<file path="src/rtl/i2s_tx.sv">
// i2s_tx: I2S master transmitter.
// Generates BCLK, WS and SDATA from a single clock and serializes one buffered
// stereo PCM sample per frame (MSB first, zero padded to SLOT_BITS per channel).
// A single holding register is filled through a valid/ready handshake; each frame
// load takes the held sample, or re-sends the previous frame when it is empty.
// Optional build macro: I2S_TX_UNDERRUN_ZERO_EN -- when defined, an empty-hold
// frame load sends silence and clears the remembered frame instead of repeating it.
module i2s_tx #(
  parameter int WIDTH     = 16,
  parameter int SLOT_BITS = 32,
  parameter int CLK_DIV   = 4
) (
  input  logic             clk,
  input  logic             reset_n,
  input  logic [WIDTH-1:0] sample_l,
  input  logic [WIDTH-1:0] sample_r,
  input  logic             sample_valid,
  output logic             sample_ready,
  output logic             i2s_bclk,
  output logic             i2s_ws,
  output logic             i2s_sdata,
  output logic             frame_start,
  output logic             underrun
);

  localparam int FRAME_BITS = 2 * SLOT_BITS;
  localparam int BCW        = $clog2(FRAME_BITS);
  localparam int DCW        = $clog2(CLK_DIV) + 1;

  localparam logic [BCW-1:0] BIT_LAST = BCW'(FRAME_BITS - 1);
  localparam logic [BCW-1:0] SLOT_C   = BCW'(SLOT_BITS);
  localparam logic [BCW-1:0] WS_LO    = BCW'(SLOT_BITS - 1);
  localparam logic [BCW-1:0] WS_HI    = BCW'(FRAME_BITS - 2);
  localparam logic [BCW-1:0] WIDTH_C  = BCW'(WIDTH);
  localparam logic [DCW-1:0] DIV_LAST = DCW'(CLK_DIV - 1);

  // Registered state
  logic [DCW-1:0]   div_cnt_r;
  logic             bclk_r;
  logic [BCW-1:0]   bit_cnt_r;
  logic             ws_r;
  logic             sdata_r;
  logic             ready_r;
  logic             frame_start_r;
  logic             underrun_r;
  logic             hold_full_r;
  logic [WIDTH-1:0] hold_l_r;
  logic [WIDTH-1:0] hold_r_r;
  logic [WIDTH-1:0] frame_l_r;
  logic [WIDTH-1:0] frame_r_r;

  // Combinational next-state values
  logic             div_wrap_s;
  logic [DCW-1:0]   div_cnt_nxt_s;
  logic             fall_tick_s;
  logic             load_s;
  logic [BCW-1:0]   bit_cnt_nxt_s;
  logic             xfer_s;
  logic             hold_full_nxt_s;
  logic [WIDTH-1:0] frame_l_nxt_s;
  logic [WIDTH-1:0] frame_r_nxt_s;
  logic [BCW-1:0]   slot_bit_s;
  logic [WIDTH-1:0] word_s;
  logic [WIDTH-1:0] mask_s;
  logic             sdata_nxt_s;
  logic             ws_nxt_s;

  assign sample_ready = ready_r;
  assign i2s_bclk     = bclk_r;
  assign i2s_ws       = ws_r;
  assign i2s_sdata    = sdata_r;
  assign frame_start  = frame_start_r;
  assign underrun     = underrun_r;

  // Bit-clock divider: wrap detection and the falling-edge tick of BCLK.
  always_comb begin
    div_wrap_s    = 1'b0;
    div_cnt_nxt_s = div_cnt_r;
    if (div_cnt_r == DIV_LAST) begin
      div_wrap_s    = 1'b1;
      div_cnt_nxt_s = '0;
    end else begin
      div_wrap_s    = 1'b0;
      div_cnt_nxt_s = div_cnt_r + DCW'(1);
    end
    fall_tick_s = div_wrap_s & bclk_r;
  end

  // Frame bit counter advance; the wrap to bit 0 on a fall tick is the frame load.
  always_comb begin
    bit_cnt_nxt_s = bit_cnt_r;
    load_s        = 1'b0;
    if (bit_cnt_r == BIT_LAST) begin
      bit_cnt_nxt_s = '0;
      load_s        = fall_tick_s;
    end else begin
      bit_cnt_nxt_s = bit_cnt_r + BCW'(1);
      load_s        = 1'b0;
    end
  end

  // Handshake: a transfer fills the hold register, a frame load empties it.
  // A transfer in the load cycle lands in the hold register after the load has
  // already seen it empty, so the new sample waits for the following frame.
  always_comb begin
    xfer_s          = sample_valid & ready_r;
    hold_full_nxt_s = xfer_s | (hold_full_r & ~load_s);
  end

  // Frame contents after this clock: held sample on load, or the underrun policy.
  always_comb begin
    frame_l_nxt_s = frame_l_r;
    frame_r_nxt_s = frame_r_r;
    if (load_s) begin
      if (hold_full_r) begin
        frame_l_nxt_s = hold_l_r;
        frame_r_nxt_s = hold_r_r;
      end else begin
`ifdef I2S_TX_UNDERRUN_ZERO_EN
        frame_l_nxt_s = '0;
        frame_r_nxt_s = '0;
`else
        frame_l_nxt_s = frame_l_r;
        frame_r_nxt_s = frame_r_r;
`endif
      end
    end else begin
      frame_l_nxt_s = frame_l_r;
      frame_r_nxt_s = frame_r_r;
    end
  end

  // Serial bit and word select for the upcoming bit position (MSB first, zero pad).
  always_comb begin
    slot_bit_s  = bit_cnt_nxt_s;
    word_s      = frame_l_nxt_s;
    mask_s      = '0;
    sdata_nxt_s = 1'b0;
    if (bit_cnt_nxt_s < SLOT_C) begin
      slot_bit_s = bit_cnt_nxt_s;
      word_s     = frame_l_nxt_s;
    end else begin
      slot_bit_s = bit_cnt_nxt_s - SLOT_C;
      word_s     = frame_r_nxt_s;
    end
    if (slot_bit_s < WIDTH_C) begin
      mask_s      = WIDTH'(1'b1) << (WIDTH_C - BCW'(1) - slot_bit_s);
      sdata_nxt_s = |(word_s & mask_s);
    end else begin
      mask_s      = '0;
      sdata_nxt_s = 1'b0;
    end
    // WS rises on the last bit of the left slot so it leads the right MSB by one BCLK.
    if ((bit_cnt_nxt_s >= WS_LO) && (bit_cnt_nxt_s <= WS_HI)) begin
      ws_nxt_s = 1'b1;
    end else begin
      ws_nxt_s = 1'b0;
    end
  end

  // Divider counter and BCLK toggle at every divider wrap.
  always_ff @(posedge clk or negedge reset_n) begin
    if (!reset_n) begin
      div_cnt_r <= '0;
      bclk_r    <= 1'b0;
    end else begin
      div_cnt_r <= div_cnt_nxt_s;
      if (div_wrap_s) begin
        bclk_r <= ~bclk_r;
      end
    end
  end

  // Bit counter, WS and SDATA change only on the BCLK falling edge.
  always_ff @(posedge clk or negedge reset_n) begin
    if (!reset_n) begin
      bit_cnt_r <= BIT_LAST;
      ws_r      <= 1'b0;
      sdata_r   <= 1'b0;
    end else if (fall_tick_s) begin
      bit_cnt_r <= bit_cnt_nxt_s;
      ws_r      <= ws_nxt_s;
      sdata_r   <= sdata_nxt_s;
    end
  end

  // Shift frame holds the stereo pair currently on the wire.
  always_ff @(posedge clk or negedge reset_n) begin
    if (!reset_n) begin
      frame_l_r <= '0;
      frame_r_r <= '0;
    end else begin
      frame_l_r <= frame_l_nxt_s;
      frame_r_r <= frame_r_nxt_s;
    end
  end

  // Holding register and registered ready flag (ready mirrors hold empty).
  always_ff @(posedge clk or negedge reset_n) begin
    if (!reset_n) begin
      hold_full_r <= 1'b0;
      ready_r     <= 1'b1;
      hold_l_r    <= '0;
      hold_r_r    <= '0;
    end else begin
      hold_full_r <= hold_full_nxt_s;
      ready_r     <= ~hold_full_nxt_s;
      if (xfer_s) begin
        hold_l_r <= sample_l;
        hold_r_r <= sample_r;
      end
    end
  end

  // One-clock status pulses raised by a frame load.
  always_ff @(posedge clk or negedge reset_n) begin
    if (!reset_n) begin
      frame_start_r <= 1'b0;
      underrun_r    <= 1'b0;
    end else begin
      frame_start_r <= load_s;
      underrun_r    <= load_s & ~hold_full_r;
    end
  end

endmodule

</file>
<file path="config.mk">
export PLATFORM = sky130hd
export DESIGN_NAME = i2s_tx
export DESIGN_NICKNAME = d
export VERILOG_FILES = /design/src/rtl/i2s_tx.sv
export SDC_FILE = /design/constraint.sdc
export NUM_CORES = 1
export LEC_CHECK = 0
export ABC_AREA = 1
export BUFFER_PORTS_ARGS = -buffer_cell sky130_fd_sc_hd__buf_4
export CORE_MARGIN = 5
export CORE_UTILIZATION = 35
export CTS_CLUSTER_SIZE = 16
export DETAILED_ROUTE_END_ITERATION = 6
export GPL_TIMING_DRIVEN = 1
export SYNTH_ARGS = -nofsm -noshare
export SYNTH_HDL_FRONTEND = slang
export SYNTH_SLANG_ARGS = --single-unit
export TNS_END_PERCENT = 100
</file>
<file path="constraint.sdc">
create_clock -name clk -period 2.75 [get_ports clk]
set_input_delay 0.1375 -clock clk [delete_from_list [all_inputs] [get_ports clk]]
set_output_delay 0.1375 -clock clk [all_outputs]
set_load 0.02 [all_outputs]
</file>
Word level (Yosys, flattened, before mapping)
Cells that the tools add are included.
- register bits after elaboration: 80
- latch bits: 0
- bits in writable memories: 0
- bits in read-only memories: 0
- memories: 0
- add/subtract/negate cells: 4
- multiply operators: 0
- div/mod/pow operators: 0
- order comparisons: 4
- eq/ne operators: 2
- shifts and indexed selects: 1
- multiplexer cells: 12
- bitwise logic cells: 10
- reduce and logical (&&, ||, !) cells: 2
- operators by type and width (operator ; number):
    16-bit 2-to-1 mux ; 5
    16-bit bitwise AND ; 1
    16-bit OR reduction ; 1
    1-bit by 6-bit left shift with 16-bit output, first input constant ; 1
    6-bit 2-to-1 mux ; 2
    6-bit by 1-bit adder with 6-bit output, second input constant ; 1
    6-bit == test, second input constant ; 1
    6-bit by 5-bit >= comparator with 1-bit output, second input constant ; 1
    6-bit <= comparator, second input constant ; 1
    6-bit by 5-bit less-than comparator with 1-bit output, second input constant ; 1
    6-bit less-than comparator, second input constant ; 1
    4-bit by 6-bit subtractor with 6-bit output, first input constant ; 1
    6-bit subtractor, second input constant ; 1
    1-bit bitwise AND ; 4
    1-bit 2-to-1 mux ; 4
    1-bit inverter ; 4
    3-bit by 1-bit adder with 3-bit output, second input constant ; 1
    3-bit by 2-bit == test with 1-bit output, second input constant ; 1
    3-bit 2-to-1 mux ; 1
    1-bit logical AND ; 1
    1-bit OR ; 1

Logic depth before layout (Yosys ltp)
- depth in word-level cells: 9
- mapped depth: 16

Least setup slack after synthesis
OpenSTA, ideal clock, no wires.
- path kind: register -> register
- start: reg bit_cnt_r[0]
- end: reg sdata_r, in the netlist i2s_sdata
- library setup time: 120 ps
- data arrival time: 1886 ps
- path slack: 743 ps
- stages on the path, launching flop included: 16
- path buffers: 1
- cell sequence: dfstp_2 > ha_1 > nand3_2 > nor2_4 > nand2_4 > buf_6 > clkinv_2 > nand2_1 > nand2_1 > nand2_1 > nand3_1 > nand2_1 > nor2_1 > nand2_1 > o21ai_1 > nand2_1
- elaborated cells on any way between the ends: 16
- classes of those cells: 3 x add/sub; 2 x order compare; 1 x eq/ne; 1 x shift; 7 x mux; 1 x bitwise; 1 x reduce/logical
- RTL lines (item ; line ; text):
    start, declared ; 40 ; logic [BCW-1:0] bit_cnt_r;
    start signal, assigned ; 181 ; bit_cnt_r <= bit_cnt_nxt_s;
    6-bit == test (*) ; 93 ; if (bit_cnt_r == BIT_LAST) begin
    1-bit 2-to-1 mux (*) ; 93 ;
    named net load_s ; 56 ; logic load_s;
    16-bit 2-to-1 mux ; 114 ; if (load_s) begin
    16-bit 2-to-1 mux (*) ; 139 ; if (bit_cnt_nxt_s < SLOT_C) begin
    16-bit bitwise AND (*) ; 148 ; sdata_nxt_s = |(word_s & mask_s);
    16-bit OR reduction (*) ; 148 ;
    1-bit 2-to-1 mux (*) ; 146 ; if (slot_bit_s < WIDTH_C) begin
    end signal, assigned ; 183 ; sdata_r <= sdata_nxt_s;
    end, declared ; 42 ; logic sdata_r;
The timed path passes the listed nets; every way through them passes the cells marked *.
A chain may end at the register's enable or synchronous reset.

Worst setup path in the final report
Ends and elaborated chain as after synthesis.

==> qor.csv <==
metric,value,unit
rsz0062_at_grt,false,
insertion_delay,0.33,ns
io_buffers,40,
ir_drop,0.304,mV
grt_pass1_wl,14700,um
place_hpwl,5700,um
routed-via-count,3141,
wire_per_inst,13.1,um
violations,hold timing,
syn_area,0.00399,mm2
max_freq,423,MHz
grt_max_degree,81,
finalMaxSlewViolations,0,
synthMuxAreaShare,9.03,%
synth_xor_area_share,0.220,%
nFillCells,1081,
finClkSkew,0.00752,ns
netlist-cell-type-count,28,
gp_congestion,0.841,
hold_class,in -> async,
cp-start-kind,flop,
die_x,117,um
clockBufferDepth,2,
hold_ws,-0.0241,ns
timing.slew.headroom,32.8,%
status,finished with violations,
syn_inst,468,
syn-num-nets,506,
fp.dieH,117,um
cts.sinks,80,
drc,0,
powerDensity,505,mW/mm2
io_pins,41,
yosys_warnings,0,
setup_viol_count_final,0,
period_share,85.9,%
synth-seq-cells,80,
avgSynthCellArea,8.53,um2
cts_hold_buf,0,
register_area,0.00201,mm2
cts_tree,built,
cts_setup_buffers,0,
required,2.97,ns
tightest_slew,1.01,ns
synth_simple_gate_area_share,26.4,%
end_kind,flop,
tns,0,ns
synth-adder-area-share,0.941,%
synth_top_family_by_area,simple AND/OR/NAND/NOR gates,
drt_wl_total,8510,um
synth_compound_area_share,7.37,%
dpl_worst_slack,0.394,ns
ys_seq_area_share,50.4,%
grt_usage,13.6,%
finalHoldViolCount,26,
via_per_inst,4.84,
drv_cap,0,
overflow,0,
core_area,0.0113,mm2
cp.arrival,2.58,ns
drt_iter0_drc,120,
multi_input_area,0.00175,mm2
dr.pass1.iters,5,
drt.antenna.violating_nets,0,
critPathKind,reg -> reg,
antenna_cells,0,
setup_ws,0.388,ns
root_buffer,clkbuf_16,
start_util,35.4,%
min_period,2.36,ns
die_area,0.0136,mm2
cts_resized,0,
area_delta_synth_final,16.3,%
grt_pass1_vias,3043,
final_nets,540,
antenna_found_initial,0,
row_count,39,
clk_pin_slew,0.06,ns
p_leak,2.44,nW
cts_made_buffers,9,
drive_gt1_share,20.6,%
h-tree-depth,3,
path_max_fanout,52,
[layout make-up]
cell class | count | share of cell area [%]
flip-flops and latches | 80 | 43.3
multi-input cells | 345 | 37.8
repair buffers | 46 | 7.44
well taps | 143 | 3.85
inverters | 20 | 1.64
clock buffers | 15 | 5.98
[placed cells by master (no fill, tap or decap)]
master and instances:
o311ai_0 1, clkinv_2 1, nand4_1 11, a21boi_1 1
dfstp_2 7, o21ai_1 19, nor2_2 1, inv_2 1
nand2_4 1, inv_1 18, o21ai_0 9, nor2_1 31
xor2_1 1, nand2_1 195, ha_1 3, nand3_1 18
a21boi_0 17, clkbuf_16 9, nand3_2 1, nor2_4 1
clkbuf_8 3, mux2_2 32, nand2_2 1, clkbuf_1 3
buf_4 46, dfrtp_1 73, a21oi_1 2
[critical path, cell delays in order (launching register included)]
cell and delay (ns):
dfstp_2 0.60, ha_1 0.24, nand3_2 0.13, nor2_4 0.13, nand2_4 0.29, clkinv_2 0.19
nand2_1 0.06, nand2_1 0.07, nand2_1 0.05, nand3_1 0.10, nand2_1 0.05, nor2_1 0.09
nand2_1 0.06, o21ai_1 0.11, nand2_1 0.06
[registers in the layout (all words and copies together) (netlist names), 3 cells and up]
signal     count
hold_l_r      16
frame_r_r     16
div_cnt_r      3
frame_l_r     16
bit_cnt_r      6
hold_r_r      16
[cell families (layout without fill, tap and decap cells)]
logic type	Yosys count	count (layout)
AND/OR/NAND/NOR	260	260
flip-flops	80	80
AO/OA/AOI/OAI	49	49
buffers and inverters	43	81
multiplexers	32	32
adder cells (fa/ha/maj)	3	3
XOR/XNOR	1	1
[metrics by stage]
| stage | instances | utilization [%] | instance area, um2 | hold WS [ns] | power [mW] |
|---|---|---|---|---|---|
| floorplan | 468 | - | 3990 | -0.158 | 1.20 |
| global placement | 634 | 38.7 | 4360 | 0.371 | 1.26 |
| detailed placement | 634 | 38.7 | 4360 | 0.373 | 1.26 |
| CTS | 649 | 41.2 | 4640 | 0.0200 | 2.38 |
| global route | 649 | 41.2 | 4640 | 0.0235 | 2.44 |
| finish | 649 | 41.2 | 4640 | -0.0241 | 2.35 |
[cells in the mapped netlist]
cell	number	share of area [%]
nor2_2	1	0.16
xor2_1	1	0.22
nor2_4	1	0.28
clkbuf_1	4	0.38
mux2_2	32	9.0
o21ai_1	19	2.4
nand2_2	1	0.16
buf_4	3	0.56
buf_2	6	0.75
ha_1	3	0.94
nand3_1	18	2.3
buf_6	6	1.7
a21boi_1	1	0.19
nor2_1	31	2.9
clkinv_2	1	0.13
inv_1	18	1.7
inv_2	1	0.094
o21ai_0	9	1.1
dfstp_2	7	4.6
a21oi_1	2	0.25
nand2_4	1	0.28
nand4_1	11	1.7
buf_1	4	0.38
o311ai_0	1	0.22
nand3_2	1	0.25
nand2_1	195	18
a21boi_0	17	3.2
dfrtp_1	73	46
[routing by layer]
layer	vias up	track usage [%]	routed length, um
li1	1592	-	-
met1	1449	17.9	4010
met2	80	21.2	3920
met3	20	3.70	357
met4	0	5.58	221
met5	-	0	0
[worst paths after layout]
check,slack [ns],cells past startpoint,endpoint,from
max,0.39,14,i2s_sdata$_DFFE_PN0N_,bit_cnt_r[0]$_DFFE_PN1N_
min reg2reg,0.43,1,div_cnt_r[0]$_DFF_PN0_,div_cnt_r[0]$_DFF_PN0_
min,-0.02,1,hold_l_r[13]$_DFFE_PN0P_,reset_n
min in group clk,0.04,2,hold_l_r[10]$_DFFE_PN0P_,sample_l[10]
max in group asynchronous,2.12,1,hold_r_r[7]$_DFFE_PN0P_,reset_n
max reg2reg,0.39,14,i2s_sdata$_DFFE_PN0N_,bit_cnt_r[0]$_DFFE_PN1N_
[report_power, final]
| part | internal [mW] | switching (mW) | leakage (nW) |
|---|---|---|---|
| registers | 1.18 | 0 | 1.08 |
| logic | 0.0302 | 0.0278 | 1.22 |
| clock network | 0.681 | 0.428 | 0.136 |
Note: power is estimated with default switching activity, not from simulation.
